**config.mk**
```make
export PLATFORM = sky130hd
export DESIGN_NAME = cpu_step_controller
export DESIGN_NICKNAME = d
export VERILOG_FILES = /design/src/rtl/cpu_ctrl_pkg.sv /design/src/rtl/button_debounce.sv /design/src/rtl/cpu_step_controller.sv
export SDC_FILE = /design/constraint.sdc
export NUM_CORES = 1
export LEC_CHECK = 0
export ABC_AREA = 0
export CORE_MARGIN = 5
export CORE_UTILIZATION = 33
export CTS_CLUSTER_DIAMETER = 150
export CTS_CLUSTER_SIZE = 20
export DETAILED_ROUTE_END_ITERATION = 10
export PLACE_DENSITY_LB_ADDON = 0.2
export RECOVER_POWER = 50
export SKIP_LAST_GASP = 1
export SYNTH_ARGS = -nofsm -noshare
export SYNTH_HDL_FRONTEND = slang
export SYNTH_SLANG_ARGS = --single-unit
export TNS_END_PERCENT = 30
```
**constraint.sdc**
```tcl
create_clock -name clk -period 4.5 [get_ports clk]
set_input_delay 0.675 -clock clk [delete_from_list [all_inputs] [get_ports clk]]
set_output_delay 0.675 -clock clk [all_outputs]
set_load 0.01 [all_outputs]
```
**src/rtl/cpu_ctrl_pkg.sv**
```systemverilog
`default_nettype none
// ============================================================================
// cpu_ctrl_pkg : controller state encoding and decoded instruction-type codes
// Rev 1.0
// ============================================================================
package cpu_ctrl_pkg;

  typedef enum logic [1:0] {
    ST_HALT  = 2'd0,
    ST_STEP  = 2'd1,
    ST_RUN   = 2'd2,
    ST_BREAK = 2'd3
  } ctrl_state_t;

  localparam logic [3:0] ITYPE_OTHER = 4'd0;
  localparam logic [3:0] ITYPE_MOV   = 4'd1;
  localparam logic [3:0] ITYPE_STR   = 4'd2;
  localparam logic [3:0] ITYPE_LDR   = 4'd3;
  localparam logic [3:0] ITYPE_ADD   = 4'd4;
  localparam logic [3:0] ITYPE_SUB   = 4'd5;
  localparam logic [3:0] ITYPE_AND   = 4'd6;
  localparam logic [3:0] ITYPE_B     = 4'd7;
  localparam logic [3:0] ITYPE_CMP   = 4'd8;
  localparam logic [3:0] ITYPE_MUL   = 4'd9;
  localparam logic [3:0] ITYPE_ORR   = 4'd10;
  localparam logic [3:0] ITYPE_EOR   = 4'd11;
  localparam logic [3:0] ITYPE_MVN   = 4'd12;
  localparam logic [3:0] ITYPE_STRB  = 4'd13;
  localparam logic [3:0] ITYPE_LDRB  = 4'd14;
  localparam logic [3:0] ITYPE_BX    = 4'd15;

  // "Other" is never a breakpoint target, so an unconfigured bp_type can't stall RUN.
  function automatic logic bp_hit(input logic armed, input logic [3:0] itype,
                                  input logic [3:0] bp);
    return armed && (bp != ITYPE_OTHER) && (itype == bp);
  endfunction

endpackage
`default_nettype wire

```
**src/rtl/button_debounce.sv**
```systemverilog
`default_nettype none
// ============================================================================
// button_debounce : 2-FF synchronizer, stability filter, press (1->0) pulse
// Rev 1.0
// ============================================================================
module button_debounce #(
  parameter int DEB_CYCLES = 1_000_000
) (
  input  logic clk,
  input  logic rst_n,
  input  logic i_key_n,
  output logic o_press
);

  localparam int c_cnt_w = $clog2(DEB_CYCLES);

  logic               r_meta;
  logic               r_sync;
  logic               r_stable;
  logic               r_press;
  logic [c_cnt_w-1:0] r_cnt;

  // r_cnt counts consecutive samples that disagree with the accepted level.
  always_ff @(posedge clk or negedge rst_n) begin
    if (!rst_n) begin
      r_meta   <= 1'b1;
      r_sync   <= 1'b1;
      r_stable <= 1'b1;
      r_cnt    <= '0;
      r_press  <= 1'b0;
    end else begin
      r_meta  <= i_key_n;
      r_sync  <= r_meta;
      r_press <= 1'b0;
      if (r_sync == r_stable) begin
        r_cnt <= '0;
      end else if (r_cnt == c_cnt_w'(DEB_CYCLES - 1)) begin
        r_cnt    <= '0;
        r_stable <= r_sync;
        r_press  <= ~r_sync;
      end else begin
        r_cnt <= r_cnt + c_cnt_w'(1);
      end
    end
  end

  assign o_press = r_press;

endmodule
`default_nettype wire

```
**src/rtl/cpu_step_controller.sv**
```systemverilog
`default_nettype none
// ============================================================================
// cpu_step_controller : HALT / STEP / RUN / BREAK sequencer driving core cpu_en
// Rev 1.0
// ============================================================================
module cpu_step_controller
  import cpu_ctrl_pkg::*;
#(
  parameter int RUN_DIV    = 25_000_000,
  parameter int DEB_CYCLES = 1_000_000,
  parameter int CNT_W      = 16
) (
  input  logic             clk,
  input  logic             rst_n,
  input  logic             i_key_step_n,
  input  logic             i_sw_run,
  input  logic             i_sw_bp_en,
  input  logic [3:0]       i_bp_type,
  input  logic [3:0]       i_instr_type,
  input  logic [31:0]      i_pc,
  output logic             o_cpu_en,
  output logic [1:0]       o_ctrl_state,
  output logic [31:0]      o_bp_pc,
  output logic [CNT_W-1:0] o_step_count
);

  localparam int c_div_w = $clog2(RUN_DIV);

  logic               r_run_meta, r_run_sync;
  logic               r_bp_meta, r_bp_sync;
  ctrl_state_t        r_state;
  logic               r_cpu_en;
  logic [c_div_w-1:0] r_div;
  logic [31:0]        r_bp_pc;
  logic [CNT_W-1:0]   r_step_count;
  logic               w_press;
  logic               w_tick;
  logic               w_hit;

  button_debounce #(
    .DEB_CYCLES (DEB_CYCLES)
  ) u_key_deb (
    .clk     (clk),
    .rst_n   (rst_n),
    .i_key_n (i_key_step_n),
    .o_press (w_press)
  );

  always_ff @(posedge clk or negedge rst_n) begin
    if (!rst_n) begin
      r_run_meta <= 1'b0;
      r_run_sync <= 1'b0;
      r_bp_meta  <= 1'b0;
      r_bp_sync  <= 1'b0;
    end else begin
      r_run_meta <= i_sw_run;
      r_run_sync <= r_run_meta;
      r_bp_meta  <= i_sw_bp_en;
      r_bp_sync  <= r_bp_meta;
    end
  end

  assign w_tick = (r_div == c_div_w'(RUN_DIV - 1));
  assign w_hit  = bp_hit(r_bp_sync, i_instr_type, i_bp_type);

  // cpu_en is set on the edge that enters STEP or evaluates a RUN tick, so it
  // is high for exactly one cycle and coincides with ctrl_state==STEP on steps.
  always_ff @(posedge clk or negedge rst_n) begin
    if (!rst_n) begin
      r_state  <= ST_HALT;
      r_cpu_en <= 1'b0;
      r_div    <= '0;
      r_bp_pc  <= '0;
    end else begin
      r_cpu_en <= 1'b0;
      case (r_state)
        ST_HALT: begin
          if (r_run_sync) begin
            r_state <= ST_RUN;
            r_div   <= '0;
          end else if (w_press) begin
            r_state  <= ST_STEP;
            r_cpu_en <= 1'b1;
          end
        end
        ST_STEP: begin
          r_state <= r_run_sync ? ST_RUN : ST_HALT;
          r_div   <= '0;
        end
        ST_RUN: begin
          if (!r_run_sync) begin
            r_state <= ST_HALT;
            r_div   <= '0;
          end else if (w_tick) begin
            r_div <= '0;
            if (w_hit) begin
              r_state <= ST_BREAK;
              r_bp_pc <= i_pc;
            end else begin
              r_cpu_en <= 1'b1;
            end
          end else begin
            r_div <= r_div + c_div_w'(1);
          end
        end
        ST_BREAK: begin
          if (!r_run_sync) begin
            r_state <= ST_HALT;
          end else if (w_press) begin
            r_state  <= ST_STEP;
            r_cpu_en <= 1'b1;
          end
        end
        default: r_state <= ST_HALT;
      endcase
    end
  end

  always_ff @(posedge clk or negedge rst_n) begin
    if (!rst_n) begin
      r_step_count <= '0;
    end else if (r_cpu_en) begin
      r_step_count <= r_step_count + CNT_W'(1);
    end
  end

  assign o_cpu_en     = r_cpu_en;
  assign o_ctrl_state = r_state;
  assign o_bp_pc      = r_bp_pc;
  assign o_step_count = r_step_count;

endmodule
`default_nettype wire
```
==> impl_metrics.json <==
{
  "status": "complete, but fails checks",
  "violations": "max-capacitance violations, max-slew violations",
  "grt_pass1_vias": 3486,
  "drc_errors": 0,
  "num_rows": 44,
  "setup_viol": 0,
  "synth_edf_count": 0,
  "clockRootBuffer": "clkbuf_16",
  "netlist_area_sq_um": 4790,
  "use_met1": 0.186,
  "use_met3": 0.0358,
  "grt_overflow": 0,
  "synthArstFlopShare": 1.00,
  "die_h_microns": 131,
  "drt_first_iter_violations": 114,
  "cts_buffer_depth": 2,
  "regArea_sq_um": 2610,
  "vias_per_cell": 4.95,
  "power.density_nw_per_um2": 299,
  "fin_crit_ns": 2.38,
  "slew_viol_final": 79,
  "worst_pin_slew_ns": 1.98,
  "worstPathMaxFanout": 32,
  "place_congestion": 0.803,
  "vias": 3470,
  "maxCapViolCount": 1,
  "busiest_layer": "met2",
  "multi_input_area_sq_um": 2100,
  "io_pins": 96,
  "start_kind": "input pin",
  "p_switching_w": 0.000414,
  "hold_violations": 0,
  "cts_tree": "yes",
  "initial_core_util": 0.334,
  "finalCritPeriodShare": 0.528,
  "area_growth_pct": 30.2,
  "switching_share": 0.222,
  "slew_headroom": -0.322,
  "sequentialPowerShare": 0.509,
  "wire_per_inst_microns": 15.5,
  "layout_common_cells": "101 x dfrtp_1, 91 x clkdlybuf4s50_1, 42 x nor2_1",
  "synth-seq-cells": 104,
  "clk_pin_slew_ns": 0.07,
  "cts_sinks": 104,
  "clkLatencyLatePin_ns": 0.36,
  "drive_above_1_share": 0.126,
  "synth_cell_types": 46,
  "cts_buffers": 9,
  "worst_ep_arrival_time_ns": 2.61,
  "critical_path_class": "in -> reg",
  "cts_resized": 0,
  "final_common_cell": "dfrtp_1",
  "core_area_sq_um": 14400,
  "htree_levels": 3,
  "fmax_mhz": 421,
  "setup_ws_ns": 2.12,
  "cp_cell_sequence": "clkdlybuf4s50_1, nor3_1, or3_1, a21oi_1, nand3_2, buf_4, mux2_4",
  "synthCells": 415,
  "crit_required_ns": 4.74,
  "grt_pass1_wl_microns": 17900,
  "crit_buf_inv": 2,
  "grt_start_max_net_pins": 79,
  "drt_first_pass_iters": 4,
  "ir_drop_mv": 0.180,
  "ys.flop_type": "dfrtp_1",
  "die_w_microns": 131,
  "hold_buffers": 0,
  "p_leak_nw": 2.75,
  "yosysSeqAreaShare": 0.544,
  "synth.net_count": 463,
  "combinationalPowerShare": 0.048,
  "end_kind": "register",
  "power_frac_clock": 0.443,
  "avgSynthCellArea_sq_um": 11.6,
  "n_antenna_cell": 0,
  "antenna_left": 0,
  "ys_warn_count": 0,
  "worst_path_dominant_cell_family": "buffers and inverters",
  "worst_clock_skew_ns": 0.0124,
  "port_buffers": 95,
  "antenna_found_initial": 0,
  "critPathSlowestCell": "clkdlybuf4s50_1",
  "grtUsageMet2": 0.195,
  "num-nets-final": 560,
  "rsz0062_at_grt": "no",
  "pre_cts_ws_ns": 1.73,
  "die-area_sq_um": 17000,
  "drt-total-wl_microns": 10900,
  "internal_power_w": 0.00145,
  "slowest_delay_ns": 0.50,
  "gr-usage-all-layers": 0.132,
  "post-dp-hpwl_microns": 7630,
  "cts_setup_buffers": 0,
  "hold_class": "reg -> reg",
  "fillers": 1322,
  "tns_ns": 0
}
[cell usage after synthesis, types with 2 or more instances]
cell type | count | area share
a21oi_1 | 8 | 0.0084
a31oi_1 | 10 | 0.013
a41oi_1 | 2 | 0.0037
and3_1 | 9 | 0.012
and4_1 | 6 | 0.011
buf_1 | 2 | 0.0016
buf_2 | 2 | 0.0021
buf_6 | 3 | 0.0070
clkbuf_1 | 5 | 0.0039
dfrtp_1 | 101 | 0.53
dfstp_2 | 3 | 0.016
ha_1 | 3 | 0.0078
inv_1 | 6 | 0.0047
mux2_2 | 4 | 0.0094
mux2_4 | 30 | 0.094
nand2_1 | 36 | 0.028
nand2b_1 | 4 | 0.0052
nand3_1 | 18 | 0.019
nand3_2 | 2 | 0.0042
nand4_1 | 20 | 0.026
nand4b_1 | 3 | 0.0055
nor2_1 | 42 | 0.033
nor3_1 | 9 | 0.0094
nor3b_1 | 2 | 0.0031
nor4_1 | 5 | 0.0065
nor4b_1 | 4 | 0.0073
o21ai_0 | 9 | 0.0094
o311a_1 | 3 | 0.0063
o31ai_1 | 2 | 0.0031
or3_1 | 2 | 0.0026
xnor2_1 | 20 | 0.037
xor2_1 | 26 | 0.047
[path summary, 6_finish.rpt]
check	cells past startpoint	from	slack, ns	to
worst max-delay path	7	i_bp_type[1]	2.12	o_bp_pc[19]
worst min-delay path	0	u_key_deb.r_meta	0.37	u_key_deb.r_sync
worst max register to register	7	r_div[0]	2.13	o_bp_pc[19]
worst min register to register	0	u_key_deb.r_meta	0.37	u_key_deb.r_sync
max in group asynchronous	2	rst_n	2.32	r_div[9]
min in group asynchronous	1	rst_n	0.86	o_step_count[6]
[worst register-to-register path: cells and delay by family (launching register included)]
kind,cells,cell delay (ns)
DFF,1,0.39
muxes,1,0.39
adders and majority gates,1,0.21
buffers and inverters,1,0.31
and+or+nand+nor,4,0.96
[state kept, by name, indices dropped and copies added (netlist names)]
| name | cells |
|---|---|
| o_ctrl_state | 2 |
| r_div | 25 |
| o_bp_pc | 32 |
| o_step_count | 16 |
| u_key_deb.r_cnt | 20 |
| r_bp_sync | 1 |
| u_key_deb.r_sync | 1 |
| u_key_deb.r_stable | 1 |
| r_run_meta | 1 |
| u_key_deb.r_meta | 1 |
| r_run_sync | 1 |
| o_cpu_en | 1 |
| r_bp_meta | 1 |
| u_key_deb.o_press | 1 |
[routing by layer]
metal	wire length (microns)	vias to the layer above
met3	698	16
met5	0	-
li1	-	1671
met1	5100	1685
met4	190	0
met2	4870	98
[stage by stage]
| step | instances | utilization | total power [W] | hold WS [ns] | instance area [sq um] |
|---|---|---|---|---|---|
| 6_report | 701 | 0.434 | 0.00187 | 0.372 | 6240 |
| 3_3_place_gp | 685 | 0.413 | 0.00106 | 0.341 | 5930 |
| 2_1_floorplan | 415 | - | 0.000992 | 0.331 | 4790 |
| 3_5_place_dp | 685 | 0.413 | 0.00106 | 0.359 | 5930 |
| 5_1_grt | 701 | 0.434 | 0.00194 | 0.372 | 6240 |
| 4_1_cts | 701 | 0.435 | 0.00190 | 0.373 | 6240 |
[logic make-up (layout without fill, tap and decap cells)]
group,Yosys count,in the layout,share of synthesized area
adder cells (fa/ha/maj),3,3,0.00783
XOR/XNOR,46,46,0.0840
AO/OA/AOI/OAI,39,39,0.0519
flip-flops,104,104,0.544
buffers and inverters,18,120,0.0193
multiplexers,34,34,0.103
AND/OR/NAND/NOR,171,171,0.190
[cell type report]
| type | count | area share |
|---|---|---|
| multi-input combinational | 293 | 0.336 |
| timing repair buffer | 98 | 0.155 |
| tap | 184 | 0.0369 |
| clock buffer | 11 | 0.0405 |
| clock inverter | 5 | 0.0100 |
| inverter | 6 | 0.00361 |
| sequential | 104 | 0.418 |
[power by group through the flow]
stage                     Clock [W]  Combinational (W)  Sequential [W]
after floorplan                   0          0.0000255        0.000966
after global placement            0          0.0000925        0.000968
after detailed placement          0          0.0000938        0.000968
after CTS                  0.000854          0.0000937        0.000950
after global routing       0.000885           0.000102        0.000951
final                      0.000827          0.0000899        0.000950
Power figures use the tool's default switching activity.
